[config.mk]
export PLATFORM = sky130hd
export DESIGN_NAME = mem_arbiter
export DESIGN_NICKNAME = d
export VERILOG_FILES = /design/src/rtl/mem_arbiter.sv
export SDC_FILE = /design/constraint.sdc
export NUM_CORES = 1
export LEC_CHECK = 0
export CORE_ASPECT_RATIO = 1.4
export CORE_MARGIN = 4
export CORE_UTILIZATION = 41
export CTS_CLUSTER_DIAMETER = 150
export DETAILED_ROUTE_END_ITERATION = 7
export GPL_TIMING_DRIVEN = 1
export PLACE_DENSITY = 0.9
export SYNTH_ARGS = -nofsm -noshare
export SYNTH_HDL_FRONTEND = slang
export SYNTH_SLANG_ARGS = --single-unit
[constraint.sdc]
create_clock -name clk -period 2.8 [get_ports clk]
set_input_delay 0.42 -clock clk [delete_from_list [all_inputs] [get_ports clk]]
set_output_delay 0.42 -clock clk [all_outputs]
set_load 0.1 [all_outputs]
[src/rtl/mem_arbiter.sv]
// Two-port round-robin arbiter in front of a single-port synchronous memory.
// Every access runs IDLE -> ACCESS -> RESP; arbitration only happens in IDLE.
module mem_arbiter #(
    parameter int ADDR_WIDTH = 6,
    parameter int DATA_WIDTH = 16
) (
    input  logic                  clk,
    input  logic                  rst_n,
    input  logic                  m0_req,
    input  logic                  m0_we,
    input  logic [ADDR_WIDTH-1:0] m0_addr,
    input  logic [DATA_WIDTH-1:0] m0_wdata,
    output logic                  m0_gnt,
    output logic                  m0_done,
    output logic [DATA_WIDTH-1:0] m0_rdata,
    input  logic                  m1_req,
    input  logic                  m1_we,
    input  logic [ADDR_WIDTH-1:0] m1_addr,
    input  logic [DATA_WIDTH-1:0] m1_wdata,
    output logic                  m1_gnt,
    output logic                  m1_done,
    output logic [DATA_WIDTH-1:0] m1_rdata,
    output logic                  mem_we,
    output logic [ADDR_WIDTH-1:0] mem_addr,
    output logic [DATA_WIDTH-1:0] mem_data,
    input  logic [DATA_WIDTH-1:0] mem_out,
    output logic                  busy
);
    localparam int NUM_PORTS = 2;

    typedef struct packed {
        logic                  we;
        logic [ADDR_WIDTH-1:0] addr;
        logic [DATA_WIDTH-1:0] wdata;
    } req_t;

    typedef enum logic [1:0] {IDLE, ACCESS, RESP} state_t;

    state_t                               state, state_nxt;
    logic   [NUM_PORTS-1:0]               req_vec, gnt_vec, done_vec;
    req_t   [NUM_PORTS-1:0]               req_in;
    logic   [NUM_PORTS-1:0][DATA_WIDTH-1:0] rdata_vec;
    req_t                                 lat;
    logic                                 owner, last, win, any_req;

    assign req_vec   = {m1_req, m0_req};
    assign req_in[0] = {m0_we, m0_addr, m0_wdata};
    assign req_in[1] = {m1_we, m1_addr, m1_wdata};
    assign any_req   = |req_vec;

    // On a tie the port that was not served last wins.
    always_comb begin
        win = ~last;
        if (req_vec == 2'b01)      win = 1'b0;
        else if (req_vec == 2'b10) win = 1'b1;
    end

    always_ff @(posedge clk or negedge rst_n) begin
        if (!rst_n) state <= IDLE;
        else        state <= state_nxt;
    end

    always_comb begin
        state_nxt = state;
        case (state)
            IDLE:    if (any_req) state_nxt = ACCESS;
            ACCESS:  state_nxt = RESP;
            RESP:    state_nxt = IDLE;
            default: state_nxt = IDLE;
        endcase
    end

    always_ff @(posedge clk or negedge rst_n) begin
        if (!rst_n) begin
            owner <= 1'b0;
            last  <= 1'b1;
            lat   <= '0;
        end else if (state == IDLE && any_req) begin
            owner <= win;
            last  <= win;
            lat   <= req_in[win];
        end
    end

    // Memory side is driven only from latched state, never from mem_out.
    assign mem_we   = (state == ACCESS) & lat.we;
    assign mem_addr = lat.addr;
    assign mem_data = lat.wdata;
    assign busy     = (state != IDLE);

    for (genvar i = 0; i < NUM_PORTS; i++) begin : g_port
        logic sel;
        assign sel          = (owner == 1'(i));
        assign gnt_vec[i]   = rst_n & (state == IDLE) & req_vec[i] & (win == 1'(i));
        assign done_vec[i]  = (state == RESP) & sel;
        assign rdata_vec[i] = done_vec[i] ? mem_out : '0;
    end

    assign m0_gnt   = gnt_vec[0];
    assign m1_gnt   = gnt_vec[1];
    assign m0_done  = done_vec[0];
    assign m1_done  = done_vec[1];
    assign m0_rdata = rdata_vec[0];
    assign m1_rdata = rdata_vec[1];
endmodule

Yosys cells after proc, flatten, opt, wreduce, memory -nomap -nowiden

Cells that the tools add are included.

Flip-flop bits (word level): 27
Input port bits: 66

Order comparisons: 1
Eq/ne operators: 5
Muxes and demuxes: 8
Bitwise logic cells: 11
Reduce and logical (&&, ||, !) cells: 4

Operators with widths:

| cell                                               | count |
|---|---|
| two-way mux 23 bit                                 | 2 |
| two-way mux 16 bit                                 | 2 |
| AND 1 bit                                          | 8 |
| == test 2 x 1 -> 1 bit, second input constant      | 2 |
| == test 2 bit, second input constant               | 2 |
| case mux 2 bit (2 select lines)                    | 1 |
| inverter 1 bit                                     | 3 |
| zero test 2 bit                                    | 1 |
| < comparator 1 x 2 -> 1 bit, second input constant | 1 |
| two-way mux 1 bit                                  | 2 |
| two-way mux 2 bit                                  | 1 |
| inequality test 2 bit, second input constant       | 1 |
| nonzero test 2 bit                                 | 1 |
| OR reduction 2 bit                                 | 1 |
| logical AND 1 bit                                  | 1 |

Depth between registers and ports, before layout

Gate-level depths: netlist of the first run.

Word-level depth: 5
Mapped depth: 6
Gate-level depth less buffers: 3

Least setup slack after synthesis of the first run

Ideal clock, no wire load.

Path kind: reg2out
Start: register state[0]
End: output m1_gnt
Data arrival time: 3,308 ps
Data required time: 2,380 ps
Path slack: -928 ps
Cell stages (with the launch flop): 5
Cell sequence: dfrtp_1 -> nor2_1 -> buf_2 -> inv_1 -> nor3_1

Longest elaborated chain between the ends: 4

Ends and longest elaborated chain:

| what                     | RTL line | RTL |
|---|---|---|
| start: declaration       | 39       | `state_t state, state_nxt;` |
| start signal: assignment | 60       | `else state <= state_nxt;` |
| zero test 2 bit          | 94       | `assign gnt_vec[i] = rst_n & (state == IDLE) & req_vec[i] & (win == 1'(i));` |
| AND 1 bit (3 in a row)   | 94       |  |
| end: declaration         | 20       | `output logic m1_gnt,` |

No other way between the ends.

Worst setup path after layout of the first run

Start: register owner (netlist: g_port[1].sel)
End: output m0_rdata[0]

Longest elaborated chain between the ends: 3

Ends and longest elaborated chain:

| what                     | RTL line | RTL |
|---|---|---|
| start: declaration       | 44       | `logic owner, last, win, any_req;` |
| start signal: assignment | 79       | `owner <= win;` |
| inverter 1 bit           | 93       | `assign sel = (owner == 1'(i));` |
| AND 1 bit                | 95       | `assign done_vec[i] = (state == RESP) & sel;` |
| two-way mux 16 bit       | 96       | `assign rdata_vec[i] = done_vec[i] ? mem_out : '0;` |
| end: declaration         | 15       | `output logic [DATA_WIDTH-1:0] m0_rdata,` |

No other way between the ends.

==> summary.md, run 1 <==
| Metric | Value |
|---|---|
| Post-layout util | `63.4%` |
| First-pass GRT wire length | `between 8000 and 9000 um` |
| First DRT Iteration DRCs | `22` |
| Gr ovfl total | `0` |
| Total GRT Usage | `roughly 17%` |
| Sinks on Clock Net | `27` |
| Clock Path Buffers | `2` |
| CTS tree | `built` |
| Routed wire per std cell | `15.2 um` |
| DP Wirelength | `4610 um` |
| Drt first pass iters | `4` |
| Slowest cell on the critical path | `nor3b_2` |
| Highest achievable clock rate | `about 450 MHz` |
| Die height | `93.3 um` |
| Ports | `approximately 130` |
| Crit Path Category | `reg -> out` |
| Fill count | `~420` |
| Worst setup path startpoint | `g_port[1].sel` |
| Critical Path Source Type | `flop` |
| Class of the worst hold path | `in -> async` |
| Rel. slew slack | `53.8%` |
| Rows | `30` |
| Drt total wl | `5640 um` |
| R2R Path End | `mem_data[1]` |
| Skew-Pair Late Insertion Delay | `0.27 ns` |
| Critical path arrival | `1.81 ns` |
| Initial antenna violation count | `0` |
| H-tree levels | `1` |
| Largest stage delay on the critical path | `0.60 ns` |
| R2R Path Start | `state[0]` |
| Number of diodes | `0` |
| Vias | `1921` |
| Post-synthesis cell count | `~210` |
| Kind of end point of the critical path | `output port` |
| Worst Tran Pin Value | `0.690 ns` |
| RSZ-0062 raised after global routing | `no` |
| Largest net degree at the start of global routing | `33` |
| Number of setup buffers added after CTS | `0` |
| Slew Viols, Final | `0` |
| Fin crit share | `79.6%` |
| Reg2reg path depth | `4` |
| Fin. Hold Viols | `0` |
| Clk root buf | `clkbuf_8` |
| FF-to-FF setup slack | `0.82 ns` |
| Yosys cell types | `27` |
| Crit path to | `m0_rdata[0]` |
| Fraction of layout cells with a size suffix above 1 | `31.0%` |
| Final min period | `roughly 2.2 ns` |
| Non-filler cells, final | `370` |
| Core area | `between 4000 and 5000 sq um` |
| Avg Cell Area, Syn | `9.96 sq um` |
| Final setup fails | `0` |
| Fin Hold WS | `~0.32 ns` |
| Die area | `around 6400 sq um` |
| Placed Cells | `366` |
| Vias in the first global route | `roughly 1800` |
| GPL Wtd Cong | `0.725` |
| Most frequent cells in the layout | `65 x clkdlybuf4s50_1, 63 x buf_4, 33 x and2_1` |
| Yosys Warn Count | `0` |
| Via density | `5.19` |
| Final ANT Viol Nets | `0` |
| Layout area overhead | `47.2%` |
| Input/output buffers | `125` |
| CTS Buf Count | `3` |
| Post-synthesis cell area | `2130 sq um` |
| Max Cap Viol | `0` |
| Status | `finished clean` |
| Initial Utilization | `43.0%` |
| Max Clock Skew | `0.00797 ns` |
| Most common cell after layout, fill and taps aside | `clkdlybuf4s50_1` |
| Clock-pin slew on the worst setup and hold paths | `about 0.10 ns` |
| CP cell instances | `nor3b_2, and2_1, buf_4` |
| #FFs+latches synth | `27` |
| WP data required | `~2.4 ns` |
| Number of gates resized after cts | `0` |
| Die width | `a little under 70 um` |
| Cts hold-fix bufs | `0` |
| Sequential element share of the synthesized area | `31.7%` |
| DRC errors left | `0` |
| Mapped Nets | `280` |
| Crit Path Max Fanout | `17` |
| Nets | `between 300 and 400` |
[routing by layer]
metal,track usage (%),part of all wire (%),vias to the layer above
met2,31.5,52,100
met1,18.3,34,894
met4,7.15,2.6,0
met5,0,0,-
li1,-,-,917
met3,3.00,11,10
[sequential cells by signal, indices dropped and copies added, names as in the netlist]
signal	count
mem_data	16
mem_addr	6
state	2
g_port.sel	1
last	1
lat	1
[worst max-delay path: cells and delay by family, from the launching register on]
kind                   cells  cell delay, ns
and+or+nand+nor            2            0.83
DFF                        1            0.41
buffers and inverters      1            0.29
[cell usage after synthesis (all sizes together)]
master  number  share of area (%)
or2          1               0.29
buf         31                 12
nand2        3               0.53
dfrtp       26                 31
a21oi       24                5.6
dfstp        1                1.2
a32o         1               0.47
a31oi       24                 20
a21bo        1               0.47
nor3b        1               0.59
inv          2               0.35
nor3         1               0.23
o21ai       24                5.6
nand3b      23                8.1
clkbuf      11                1.9
and3b        1               0.41
nor2         3               0.65
nor2b        1               0.29
a21boi       1               0.53
and2        34                 10
[cell families (layout without fill, tap and decap cells)]
logic type      count (synthesis)  after routing  synth area share, %
compound gates                 75             75                 33.2
flops                          27             27                 31.7
buf+inv                        44            136                 13.9
simple gates                   68             68                 21.2
[cell type report]
class                   count  area, sq um  share of cell area, %
multi-input cells         143         1170                   37.1
flip-flops and latches     27          677                   21.6
well taps                  64         80.1                   2.55
repair buffers            130         1160                   37.1
clock buffers               4         45.0                   1.43
inverters                   2         7.51                  0.239
[stage by stage]
| step | setup TNS (ns) | area (sq um) | worst slack (ns) |
|---|---|---|---|
| after floorplan | -0.0705 | 2140 | -0.0705 |
| after global placement | 0 | 3090 | 0.715 |
| after detailed placement | 0 | 3090 | 0.629 |
| after CTS | 0 | 3140 | 0.539 |
| after global routing | 0 | 3140 | 0.427 |
| final | 0 | 3140 | 0.570 |
[how the worst min path moves through the flow]
stage                         end  slack [ns]  cells past startpoint
floorplan           g_port[1].sel        0.12                      0
global placement         state[1]        0.48                      1
detailed placement       state[1]        0.49                      1
CTS                 g_port[1].sel        0.32                      1
global route        g_port[1].sel        0.31                      1
finish              g_port[1].sel        0.32                      1
Power of run 1 is not shown: default switching activity piles up to over one toggle a cycle in this logic, so the estimate is an artifact.
==> run 2, diff against run 1 <==
- CORE_UTILIZATION: 41 -> 35
- PLACE_DENSITY: 0.9 -> 0.82
- clock period: 2.8 -> 2.04 ns (I/O delays scaled with it)
==> run 2 against run 1 <==
Compared with the run above: non-clock buffer count up 5; critical path depth up 1; register-to-register slack worse by 0.58 ns; via count up 0.83%; sequential cell count unchanged; clock skew down 0.0071 ns; core utilization down 0.53 points; die area up 15%; first-iteration DRC count up 27%; count of clock-buffer cells in the layout unchanged; final cell count up 3.0%; routed wire length up 7.0%; critical path type unchanged.
==> summary.md, run 2 (same netlist as run 1, synthesis figures left out) <==
| Metric | Value |
|---|---|
| Most common cell after layout, fill and taps aside | `clkdlybuf4s50_1` |
| Core area | `5900 sq um` |
| Input/output buffers | `125` |
| Non-filler cells, final | `381` |
| Sinks on Clock Net | `27` |
| Number of diodes | `0` |
| Nets | `378` |
| RSZ-0062 raised after global routing | `no` |
| DRC errors left | `0` |
| H-tree levels | `1` |
| Gr ovfl total | `0` |
| Reg2reg path depth | `4` |
| Placed Cells | `377` |
| Critical path arrival | `1.52 ns` |
| Final min period | `around 1.8 ns` |
| Drt first pass iters | `4` |
| Met2 Usage GRT | `roughly a third` |
| Fraction of layout cells with a size suffix above 1 | `38.6%` |
| Vias in the first global route | `2064` |
| First DRT Iteration DRCs | `28` |
| Status | `finished clean` |
| FF-to-FF setup slack | `0.24 ns` |
| Number of setup buffers added after CTS | `0` |
| Crit Path Category | `reg -> out` |
| GPL Wtd Cong | `~0.78` |
| Fin crit share | `between 80% and 90%` |
| Worst Tran Pin Value | `0.577 ns` |
| Rows | `33` |
| Initial antenna violation count | `0` |
| GRT met1 Usage | `16.3%` |
| R2R Path End | `mem_addr[3]` |
| Clock-pin slew on the worst setup and hold paths | `0.09 ns` |
| Rel. slew slack | `61.5%` |
| Slew Viols, Final | `0` |
| Die height | `100 um` |
| Kind of end point of the critical path | `output port` |
| Highest achievable clock rate | `~550 MHz` |
| Hold path start | `state[1]` |
| R2R Path Start | `state[0]` |
| Via density | `5.08` |
| Total GRT Usage | `16.5%` |
| Skew-Pair Late Insertion Delay | `0.27 ns` |
| Routed wire per std cell | `15.8 um` |
| Worst hold stages | `1` |
| CTS Buf Count | `3` |
| Final ANT Viol Nets | `0` |
| Final setup fails | `0` |
| Fin. Hold Viols | `0` |
| Max Clock Skew | `0.000903 ns` |
| Largest net degree at the start of global routing | `47` |
| Ports | `126` |
| Vias | `1937` |
| WP data required | `roughly 1.7 ns` |
| Max Cap Viol | `0` |
| Most frequent cells in the layout | `65 x clkdlybuf4s50_1, 41 x buf_12, 29 x buf_4` |
| Fill count | `463` |
| Largest register FFs | `16` |
| Initial Utilization | `36.1%` |
| First-pass GRT wire length | `between 9000 and 10000 um` |
| Routing usage on met3 | `2.71%` |
| Multi-input gate area | `between 1000 and 1500 sq um` |
| Die width | `approximately 74 um` |
| Hold endpoint | `state[1]` |
| Class of the worst hold path | `reg -> reg` |
| CTS tree | `built` |
| Busiest layer in global routing | `met2` |
| Die area | `7420 sq um` |
| Drt total wl | `between 6000 and 7000 um` |
| Clk root buf | `clkbuf_8` |
| Clock Path Buffers | `2` |
| Critical Path Source Type | `flop` |
| Crit Path Max Fanout | `7` |
| DP Wirelength | `5000 um` |
| Layout area overhead | `74.0%` |
| Register Area | `677 sq um` |
-- run 2: worst max-delay path by stage --
| stage | depth (start not counted) | slack (ns) | end | start |
|---|---|---|---|---|
| 2_1_floorplan | 4 | -0.28 | m1_gnt | state[0] |
| 3_3_place_gp | 4 | 0.14 | mem_addr[0] | m0_req |
| 3_5_place_dp | 4 | 0.09 | mem_addr[0] | m0_req |
| 4_1_cts | 3 | 0.05 | m1_rdata[1] | state[0] |
| 5_1_grt | 4 | 0.10 | m1_gnt | state[0] |
| 6_report | 4 | 0.22 | m1_gnt | state[0] |
-- run 2: final cells by class --
cell class,count,share of cell area (%)
Timing Repair Buffer,135,45.5
Multi-Input combinational cell,143,32.4
Sequential cell,27,18.2
Tap cell,70,2.36
Clock buffer,4,1.21
Inverter,2,0.202
-- run 2: through the flow --
stage | area, sq um | util, % | hold slack (ns) | setup TNS, ns | setup WS (ns)
after detailed placement | 3660 | 62.0 | 0.505 | 0 | 0.0882
after floorplan | 2180 | - | 0.0104 | -0.277 | -0.277
after global placement | 3660 | 62.0 | 0.500 | 0 | 0.143
after CTS | 3710 | 62.8 | 0.518 | 0 | 0.0542
after global routing | 3710 | 62.8 | 0.554 | 0 | 0.101
final | 3710 | 62.8 | 0.508 | 0 | 0.217
-- run 2: per-layer routing --
metal | up-vias | wire (um)
li1 | 922 | -
met4 | 0 | 208
met2 | 99 | 3330
met3 | 15 | 515
met1 | 901 | 1970
met5 | - | 0
-- run 2: what timing repair did --
action	4_1_cts	5_1_grt
hold buffers	0	0
setup endpoints to repair	0	11
resized for setup	0	1
-- run 2: critical path, stage by stage, from the launching register on --
cell and delay, ns:
dfrtp_1 0.42, nor2_2 0.28, inv_1 0.17, nor3_4 0.17, buf_12 0.20
Power of run 2 is left out for the same reason.
==> run 3, diff against run 2 <==
- CAP_MARGIN: not set -> 20
==> results of run 3 <==
The final DEF is identical to that of run 2; final timing and power are the same.
Power of run 3 is left out for the same reason.
